## config.mk

```make
export PLATFORM = sky130hd
export DESIGN_NAME = regfile_sb
export DESIGN_NICKNAME = d
export VERILOG_FILES = /design/src/rtl/regfile_sb.sv
export SDC_FILE = /design/constraint.sdc
export NUM_CORES = 1
export LEC_CHECK = 0
export BUFFER_PORTS_ARGS = -buffer_cell sky130_fd_sc_hd__buf_2
export CORE_MARGIN = 8
export CORE_UTILIZATION = 50
export CTS_BUF_LIST = sky130_fd_sc_hd__clkbuf_4
export CTS_CLUSTER_SIZE = 40
export DETAILED_ROUTE_END_ITERATION = 6
export PLACE_DENSITY = 0.73
export SLEW_MARGIN = 10
export SYNTH_ARGS = -nofsm -noshare
export SYNTH_HDL_FRONTEND = slang
export SYNTH_SLANG_ARGS = --single-unit
```

## constraint.sdc

```tcl
create_clock -name sysclk -period 1.9 [get_ports sysclk]
set_clock_uncertainty 0.1 [all_clocks]
set_input_delay 0.38 -clock sysclk [delete_from_list [all_inputs] [get_ports sysclk]]
set_output_delay 0.38 -clock sysclk [all_outputs]
set_load 0.1 [all_outputs]
```

## src/rtl/regfile_sb.sv

```systemverilog
// regfile_sb: 2R/1W register file with registered reads and a pending-write scoreboard.
// Define REGFILE_BYPASS_EN for write-to-read forwarding and busy masking in the WB cycle.
module regfile_sb #(
  parameter int WIDTH    = 8,
  parameter int ADDR_W   = 2,
  parameter int ZERO_REG = 0
)(
  input  logic                 sysclk,
  input  logic                 reset,
  input  logic                 rd_en,
  input  logic [ADDR_W-1:0]    rsel0,
  input  logic [ADDR_W-1:0]    rsel1,
  output logic [WIDTH-1:0]     read0,
  output logic [WIDTH-1:0]     read1,
  output logic                 rvalid,
  input  logic                 we,
  input  logic [ADDR_W-1:0]    wsel,
  input  logic [WIDTH-1:0]     w,
  input  logic                 rsv_en,
  input  logic [ADDR_W-1:0]    rsv_sel,
  output logic                 busy0,
  output logic                 busy1,
  output logic [2**ADDR_W-1:0] pend
);
  localparam int DEPTH = 2**ADDR_W;
  logic [WIDTH-1:0] r_mem [DEPTH];
  logic [DEPTH-1:0] r_pend;
  logic [DEPTH-1:0] w_set, w_clr;
  logic [WIDTH-1:0] w_rd0, w_rd1;
  logic             w_wr, w_hit0, w_hit1;
  always_comb begin
    w_wr   = we && !(ZERO_REG != 0 && wsel == '0);
    w_hit0 = we && wsel == rsel0;
    w_hit1 = we && wsel == rsel1;
    w_set  = rsv_en ? DEPTH'(1) << rsv_sel : '0;
    w_set[0] = w_set[0] && ZERO_REG == 0;
    w_clr  = we ? DEPTH'(1) << wsel : '0;
`ifdef REGFILE_BYPASS_EN
    w_rd0  = (w_wr && w_hit0) ? w : r_mem[rsel0];
    w_rd1  = (w_wr && w_hit1) ? w : r_mem[rsel1];
    busy0  = r_pend[rsel0] && !w_hit0;
    busy1  = r_pend[rsel1] && !w_hit1;
`else
    w_rd0  = r_mem[rsel0];
    w_rd1  = r_mem[rsel1];
    busy0  = r_pend[rsel0];
    busy1  = r_pend[rsel1];
`endif
  end
  // a new reservation outranks the older writer's clear on the same register
  always_ff @(posedge sysclk) begin
    if (reset) begin
      for (int i = 0; i < DEPTH; i++) r_mem[i] <= '0;
      r_pend <= '0;
      read0  <= '0;
      read1  <= '0;
      rvalid <= 1'b0;
    end else begin
      if (w_wr) r_mem[wsel] <= w;
      r_pend <= w_set | (r_pend & ~w_clr);
      rvalid <= rd_en;
      if (rd_en) begin
        read0 <= w_rd0;
        read1 <= w_rd1;
      end
    end
  end
  assign pend = r_pend;
endmodule

```

==> run_results.csv, run 1 <==
group,metric,value,unit
worst_setup_path,rrSetupSlack,600,ps
sta,setup_repair_after_global_routing_missed_its_margin,"true",
route,drtIter0Drc,90,
cells_and_area,flow.area_growth_from_synthesis,15.0,%
synth,syn_inst,178,
synth,yosys.cell_types.count,22,
hold_path,min_path_type,"primary input to flop",
hold_path,min_delay_path_depth,2,
clocking,clk_latency,360,ps
sta,final_max_tran_viols,0,
cells_and_area,seq_area,1390,um2
clocking,cts-hold-fix-buffers,0,
floorplanning,core_area,4660,um2
sta,finalSetupTns,0,ps
synth,synth-warning-count,0,
hold_path,holdPathEnd,"pend[2]$_SDFF_PP0_",
pwr,max-vdd-ir-drop,290,uV
worst_setup_path,crit_arrival,1400,ps
grt,pin_count_of_the_biggest_net_entering_global_routing,18,
synth,seq_area_frac_synth,58.3,%
worst_setup_path,cp.required,1420,ps
sta,slew_headroom,55.1,%
route,route.final.wire_length,4940,um
clocking,total_clock_buffers_created_by_cts,5,
worst_setup_path,r2r-end,"read1[4]$_SDFFE_PP0P_",
synth,post-synth-top-area-cell,"sky130_fd_sc_hd__edfxtp_1",
worst_setup_path,crit_path_start_kind,"flop",
grt,first_pass_grt_wire_length,7990,um
synth,post_synth_most_frequent_cells,"41 x sky130_fd_sc_hd__nor2_1, 32 x sky130_fd_sc_hd__edfxtp_1, 21 x sky130_fd_sc_hd__dfxtp_1, 16 x sky130_fd_sc_hd__mux2i_1, 16 x sky130_fd_sc_hd__mux4_2",
cells_and_area,n_fill_cell,421,
clocking,cts_max_path_buffers,2,
run_status,result_of_the_run,"finished clean",
cells_and_area,finish.utilization,58.5,%
cells_and_area,net_count_reported_at_finish,247,
run,max_cap_viol_count,0,
cells_and_area,multi_input_gate_area_in_the_final_layout,858,um2
cells_and_area,fin_area,2730,um2
route,route.antenna.remaining_nets,0,
grt,grt_pass1_vias,1626,
worst_setup_path,reg2reg_from,"r_mem[3][4]$_DFFE_PP_",
sta,slew_at_the_pin_closest_to_its_max_slew_limit,671,ps
sta,layout_worst_path_cycle_share,99.1,%
placed_design,place.gp.congestion,0.819,
route,avgViaCountPerCell,5.32,
synth,synth-main-ff-cell,"sky130_fd_sc_hd__edfxtp_1",
synth,syn_area,2370,um2
sta,timing.final.crit_period,1880,ps
cells_and_area,num_antenna_cells,0,
synth,async_reset_ff_share,0,%
synth,post_synth_main_area_contributors,"sky130_fd_sc_hd__edfxtp_1 41%, sky130_fd_sc_hd__dfxtp_1 18%, sky130_fd_sc_hd__mux4_2 15%",
synth,yosysMostFrequentCell,"sky130_fd_sc_hd__nor2_1",
route,length_of_the_first_detailed_routing_pass_in_iterations,4,
route,drc,0,
clocking,cts_tree,"built",
floorplanning,start_util,50.9,%
floorplanning,count_of_standard_cell_rows,25,
clocking,h-tree-depth,2,
cells_and_area,drive_above_1_share,37.0,%
sta,clock.fmax,0.531,GHz
worst_setup_path,crit_type,"flop to primary output",
floorplanning,die_y,84.9,um
placed_design,post_dp_cell_area,2660,um2
synth,post_synth.cell_area_avg,13.3,um2
synth,synth_seq_cells,53,
route,route.detailed.wl_per_inst,17.6,um
clocking,postCtsSetupBuffers,0,
placed_design,detailedPlacementHpwl,3760,um
pwr,power,0.00244,W
grt,antenna_found_initial,0,
pwr,pwr_density_cell,895,nW/um2
synth,synth_edf_count,32,
placed_design,port_buffers,43,
clocking,clkSinkCount,53,
route,vias,1494,
worst_setup_path,path_max_fanout,4,
worst_setup_path,rr_worst_depth,3,
pwr,leakage_component_of_the_power,1.18,nW
floorplanning,num_io_pins,44,
floorplanning,die_width,84.9,um
floorplanning,die_area,7200,um2
worst_setup_path,setup.worst_path.end_class,"primary output",
synth,netlist.area_leader.share,40.5,%
grt,grt.overflow.total,0,
sta,setup_viol,0,
sta,finalHoldViolCount,0,
grt,groute.usage.overall,14.7,%
hold_path,hold_start,"rsv_sel[0]",
clocking,cts-root-buf,"sky130_fd_sc_hd__clkbuf_4",
synth,syn-num-nets,199,
clocking,clk_pin_slew,140,ps
what timing repair did:
item	4_1_cts	5_1_grt
pin swaps	0	0
resized for setup	4	0
endpoints found under the setup margin	2	2
per-layer routing:
metal  track usage [%]  wire length (um)  up-vias
met5                 0                 0        -
met4              5.83                79        0
met3              5.50               291        8
met2              25.3              2550       34
met1              16.0              2030      729
li1                  -                 -      723
cell usage in the layout (no fill, tap or decap), types with 2 or more instances in the layout:
cell type                  synthesis  layout
sky130_fd_sc_hd__nor2_1           41      41
sky130_fd_sc_hd__buf_2             4      41
sky130_fd_sc_hd__edfxtp_1         32      32
sky130_fd_sc_hd__mux4_2           16      18
sky130_fd_sc_hd__dfxtp_1          21      17
sky130_fd_sc_hd__mux2i_1          16      16
sky130_fd_sc_hd__inv_1            14      14
sky130_fd_sc_hd__buf_4             1      10
sky130_fd_sc_hd__nand2_1           9       9
sky130_fd_sc_hd__clkbuf_4          0       8
sky130_fd_sc_hd__nor2b_1           4       4
sky130_fd_sc_hd__dfxtp_2           0       4
sky130_fd_sc_hd__nand2b_1          3       3
sky130_fd_sc_hd__o22ai_1           2       2
sky130_fd_sc_hd__buf_6             2       2
stage by stage:
step	hold WS, ps	instances	worst slack (ps)
floorplan	367	178	61.1
global placement	368	273	113
detailed placement	379	273	108
CTS	84.0	281	-5.88
global route	88.6	281	-34.2
finish	106	281	17.7
how the worst max path moves through the flow:
stage,startpoint,end,slack (ps),cells past startpoint
after floorplan,pend[1]$_SDFF_PP0_,busy0,60,1
after global placement,rsel0[0],busy0,110,3
after detailed placement,rsel0[0],busy0,110,3
after CTS,pend[3]$_SDFF_PP0_,busy1,-6,2
after global routing,pend[3]$_SDFF_PP0_,busy0,-30,2
final,pend[3]$_SDFF_PP0_,busy1,20,2
area by class of cell:
class                      count  area share (%)
clock buffer                   8            2.20
inverter                      14            1.93
multi-input combinational     99            31.5
sequential                    53            50.8
tap                           54            2.48
timing repair buffer          53            11.1
flip-flops by register name, indices dropped and copies added, names as in the netlist:
signal / cells
rvalid: 1
pend: 4
read1: 8
read0: 8
r_mem: 32
where the power goes:
part | switching (W) | internal (W) | leakage, nW
sequential | 0.0000406 | 0.00131 | 0.490
clock | 0.000329 | 0.000191 | 0.0368
combinational | 0.000407 | 0.000166 | 0.654
cells by family (layout without fill, tap and decap cells):
| group | count (synthesis) | after routing | synth area share, % |
|---|---|---|---|
| buffers and inverters | 26 | 75 | 5.22 |
| AND/OR/NAND/NOR | 58 | 58 | 10.1 |
| AO/OA/AOI/OAI | 7 | 7 | 2.22 |
| flip-flops | 53 | 53 | 58.3 |
| multiplexers | 34 | 34 | 24.2 |
critical path: stages, from the launching register on:
cell and delay [ps]:
sky130_fd_sc_hd__dfxtp_2 360, sky130_fd_sc_hd__mux4_2 480, sky130_fd_sc_hd__buf_6 200
Note: power is estimated with default switching activity, not from simulation.
==> run 2, diff against run 1 <==
--- a/config.mk
+++ b/config.mk
@@ -5,13 +5,15 @@
 export SDC_FILE = /design/constraint.sdc
 export NUM_CORES = 1
 export LEC_CHECK = 0
+export ABC_AREA = 1
 export BUFFER_PORTS_ARGS = -buffer_cell sky130_fd_sc_hd__buf_2
+export CAP_MARGIN = 20
 export CORE_MARGIN = 8
 export CORE_UTILIZATION = 50
 export CTS_BUF_LIST = sky130_fd_sc_hd__clkbuf_4
 export CTS_CLUSTER_SIZE = 40
 export DETAILED_ROUTE_END_ITERATION = 6
-export PLACE_DENSITY = 0.73
+export PLACE_DENSITY = 0.72
 export SLEW_MARGIN = 10
 export SYNTH_ARGS = -nofsm -noshare
 export SYNTH_HDL_FRONTEND = slang
==> run 2 against run 1 <==
- sequential share of layout area shrank 3.2 points
- cell count up 45%
- non-clock buffer count fell by 3
- worst setup slack better by 81 ps
- power rose by 2.2%
- largest power group unchanged
- count of clock-buffer cells in the layout decreased by 3
==> run_results.csv, run 2 <==
group,metric,value,unit
floorplanning,die_area,7660,um2
synth,synth_mux_area_share,0,%
route,route.antenna.remaining_nets,0,
synth,synth_edf_count,32,
worst_setup_path,crit_type,"flop to primary output",
hold_path,min_path_type,"primary input to flop",
cells_and_area,number_of_flip_flops_in_the_largest_register,32,
sta,setup_viol,0,
hold_path,holdPathEnd,"pend[3]$_SDFF_PP0_",
floorplanning,die_y,87.5,um
grt,grt.overflow.total,0,
clocking,cts_tree,"built",
synth,post_synth_main_area_contributors,"sky130_fd_sc_hd__edfxtp_1 38%, sky130_fd_sc_hd__dfxtp_1 16%, sky130_fd_sc_hd__nand2_1 12%",
route,route.final.wire_length,5690,um
pwr,max-vdd-ir-drop,440,uV
sta,setup_repair_after_global_routing_missed_its_margin,"false",
synth,yosys.cell_types.count,22,
synth,synth_seq_cells,53,
synth,synthAdderAreaFrac,0,%
sta,fin_hold_ws,150,ps
run_status,result_of_the_run,"finished clean",
grt,pin_count_of_the_biggest_net_entering_global_routing,34,
synth,post-synth-top-area-cell,"sky130_fd_sc_hd__edfxtp_1",
worst_setup_path,r2r-end,"read1[0]$_SDFFE_PP0P_",
hold_path,min_delay_path_depth,3,
synth,post_synth_most_frequent_cells,"85 x sky130_fd_sc_hd__nand2_1, 32 x sky130_fd_sc_hd__edfxtp_1, 30 x sky130_fd_sc_hd__nand3_1, 27 x sky130_fd_sc_hd__nor2_1, 21 x sky130_fd_sc_hd__dfxtp_1",
grt,first_pass_grt_wire_length,9360,um
floorplanning,die_width,87.5,um
worst_setup_path,rrSetupSlack,890,ps
worst_setup_path,setup.worst_path.end_class,"primary output",
cells_and_area,num_antenna_cells,0,
clocking,clk_pin_slew,160,ps
placed_design,placedCellCount,400,
synth,seq_area_frac_synth,54.0,%
grt,antenna_found_initial,0,
cells_and_area,largest-register,"r_mem",
synth,yosys.area_share.simple,27.9,%
cells_and_area,finish.cell_count_without_fillers,408,
synth,xor_xnor_portion_of_the_synthesized_cell_area,0,%
placed_design,detailedPlacementHpwl,4470,um
floorplanning,core_area,5010,um2
route,length_of_the_first_detailed_routing_pass_in_iterations,4,
synth,post_synth.cell_area_avg,8.73,um2
cells_and_area,flow.area_growth_from_synthesis,14.1,%
synth,synth-warning-count,0,
cells_and_area,finish.utilization,58.2,%
clocking,cts-root-buf,"sky130_fd_sc_hd__clkbuf_4",
placed_design,port_buffers,43,
clocking,cts_max_path_buffers,2,
cells_and_area,biggestRegsByFlops,"r_mem: 32 flops, read0: 8 flops, read1: 8 flops",
cells_and_area,n_fill_cell,479,
route,drc,0,
worst_setup_path,rr_worst_depth,4,
clocking,h-tree-depth,2,
synth,yosysMostFrequentCell,"sky130_fd_sc_hd__nand2_1",
sta,finalHoldViolCount,0,
route,drtIter0Drc,203,
clocking,total_clock_buffers_created_by_cts,5,
synth,syn_area,2560,um2
synth,synth-main-ff-cell,"sky130_fd_sc_hd__edfxtp_1",
worst_setup_path,crit_arrival,1320,ps
worst_setup_path,reg2reg_from,"r_mem[2][0]$_SDFFCE_PN0P_",
cells_and_area,net_count_reported_at_finish,358,
pwr,power,0.00249,W
synth,netlist.area_leader.share,37.6,%
sta,clock.fmax,0.555,GHz
sta,finalSetupTns,0,ps
sta,final_max_tran_viols,0,
run,max_cap_viol_count,0,
grt,grt_pass1_vias,1958,
floorplanning,count_of_standard_cell_rows,26,
worst_setup_path,path_max_fanout,4,
cells_and_area,layout.cells.most_common_list,"85 x sky130_fd_sc_hd__nand2_1, 41 x sky130_fd_sc_hd__buf_2, 32 x sky130_fd_sc_hd__edfxtp_1",
pwr,pwr_density_cell,855,nW/um2
cells_and_area,layout.cells.most_common,"sky130_fd_sc_hd__nand2_1",
worst_setup_path,cp.required,1420,ps
clocking,clk_latency,380,ps
route,route.detailed.wl_per_inst,14.0,um
hold_path,hold_start,"rsv_sel[1]",
floorplanning,start_util,51.0,%
route,avgViaCountPerCell,5.00,
pwr,leakage_component_of_the_power,1.30,nW
synth,synth_compound_gate_area_share,10.1,%
floorplanning,num_io_pins,44,
clocking,postCtsSetupBuffers,0,
sta,slew_headroom,65.6,%
route,vias,2038,
synth,syn-num-nets,314,
clocking,cts-hold-fix-buffers,0,
clocking,cts.repair.resized,0,
sta,timing.final.crit_period,1800,ps
worst_setup_path,crit_path_start_kind,"flop",
sta,layout_worst_path_cycle_share,94.8,%
cells_and_area,drive_above_1_share,26.6,%
synth,syn_inst,293,
synth,async_reset_ff_share,0,%
clocking,clkSinkCount,53,
grt,groute.usage.overall,15.9,%
synth,dominant_combinational_cell_family_by_area_after_synthesis,"simple AND/OR/NAND/NOR gates",
sta,slew_at_the_pin_closest_to_its_max_slew_limit,515,ps
placed_design,place.gp.congestion,0.847,
==> run 2: kinds of logic after synthesis <==
group / count (synthesis)
and+or+nand+nor: 160
DFF: 53
buffers and inverters: 33
AOI/OAI and AO/OA: 47
==> run 2: critical path, stage by stage, from the launching register on <==
cell                      delay, ps
sky130_fd_sc_hd__dfxtp_4        390
sky130_fd_sc_hd__o21ai_0        290
sky130_fd_sc_hd__o21ai_4         90
sky130_fd_sc_hd__buf_12         170
==> run 2: metal layers <==
layer  global-route usage [%]  wire [um]
met1                     21.6       2730
met3                     3.11        382
met2                     24.5       2500
met5                        0          0
met4                     5.16         76
==> run 2: cell type report <==
class / instances / area, um2 / area share [%]
tap: 70 / 87.6 / 3.00
clock buffer: 5 / 37.5 / 1.29
clock inverter: 3 / 21.3 / 0.729
timing repair buffer: 50 / 298 / 10.2
inverter: 20 / 90.1 / 3.09
sequential: 53 / 1390 / 47.6
multi-input combinational: 207 / 995 / 34.1
==> run 2: power by group <==
part           leakage, nW  total [W]  switching [W]  internal (W)
sequential           0.491    0.00136      0.0000537       0.00131
combinational        0.780   0.000611       0.000471      0.000140
clock               0.0332   0.000521       0.000373      0.000148
==> run 2: worst max-delay path by stage <==
| stage | start | endpoint | cells after the start |
|---|---|---|---|
| 6_report | pend[1]$_SDFF_PP0_ | busy1 | 3 |
| 5_1_grt | pend[2]$_SDFF_PP0_ | busy0 | 5 |
| 4_1_cts | pend[1]$_SDFF_PP0_ | busy1 | 3 |
| 3_5_place_dp | rsel1[1] | busy1 | 5 |
| 3_3_place_gp | rsel1[1] | busy1 | 5 |
| 2_1_floorplan | pend[0]$_SDFF_PP0_ | busy1 | 2 |
==> run 2: through the flow <==
step                setup slack (ps)  cell area, um2
CTS                             87.0            2920
global route                    8.68            2920
detailed placement               197            2860
floorplan                       8.69            2590
finish                          98.6            2920
global placement                 198            2860
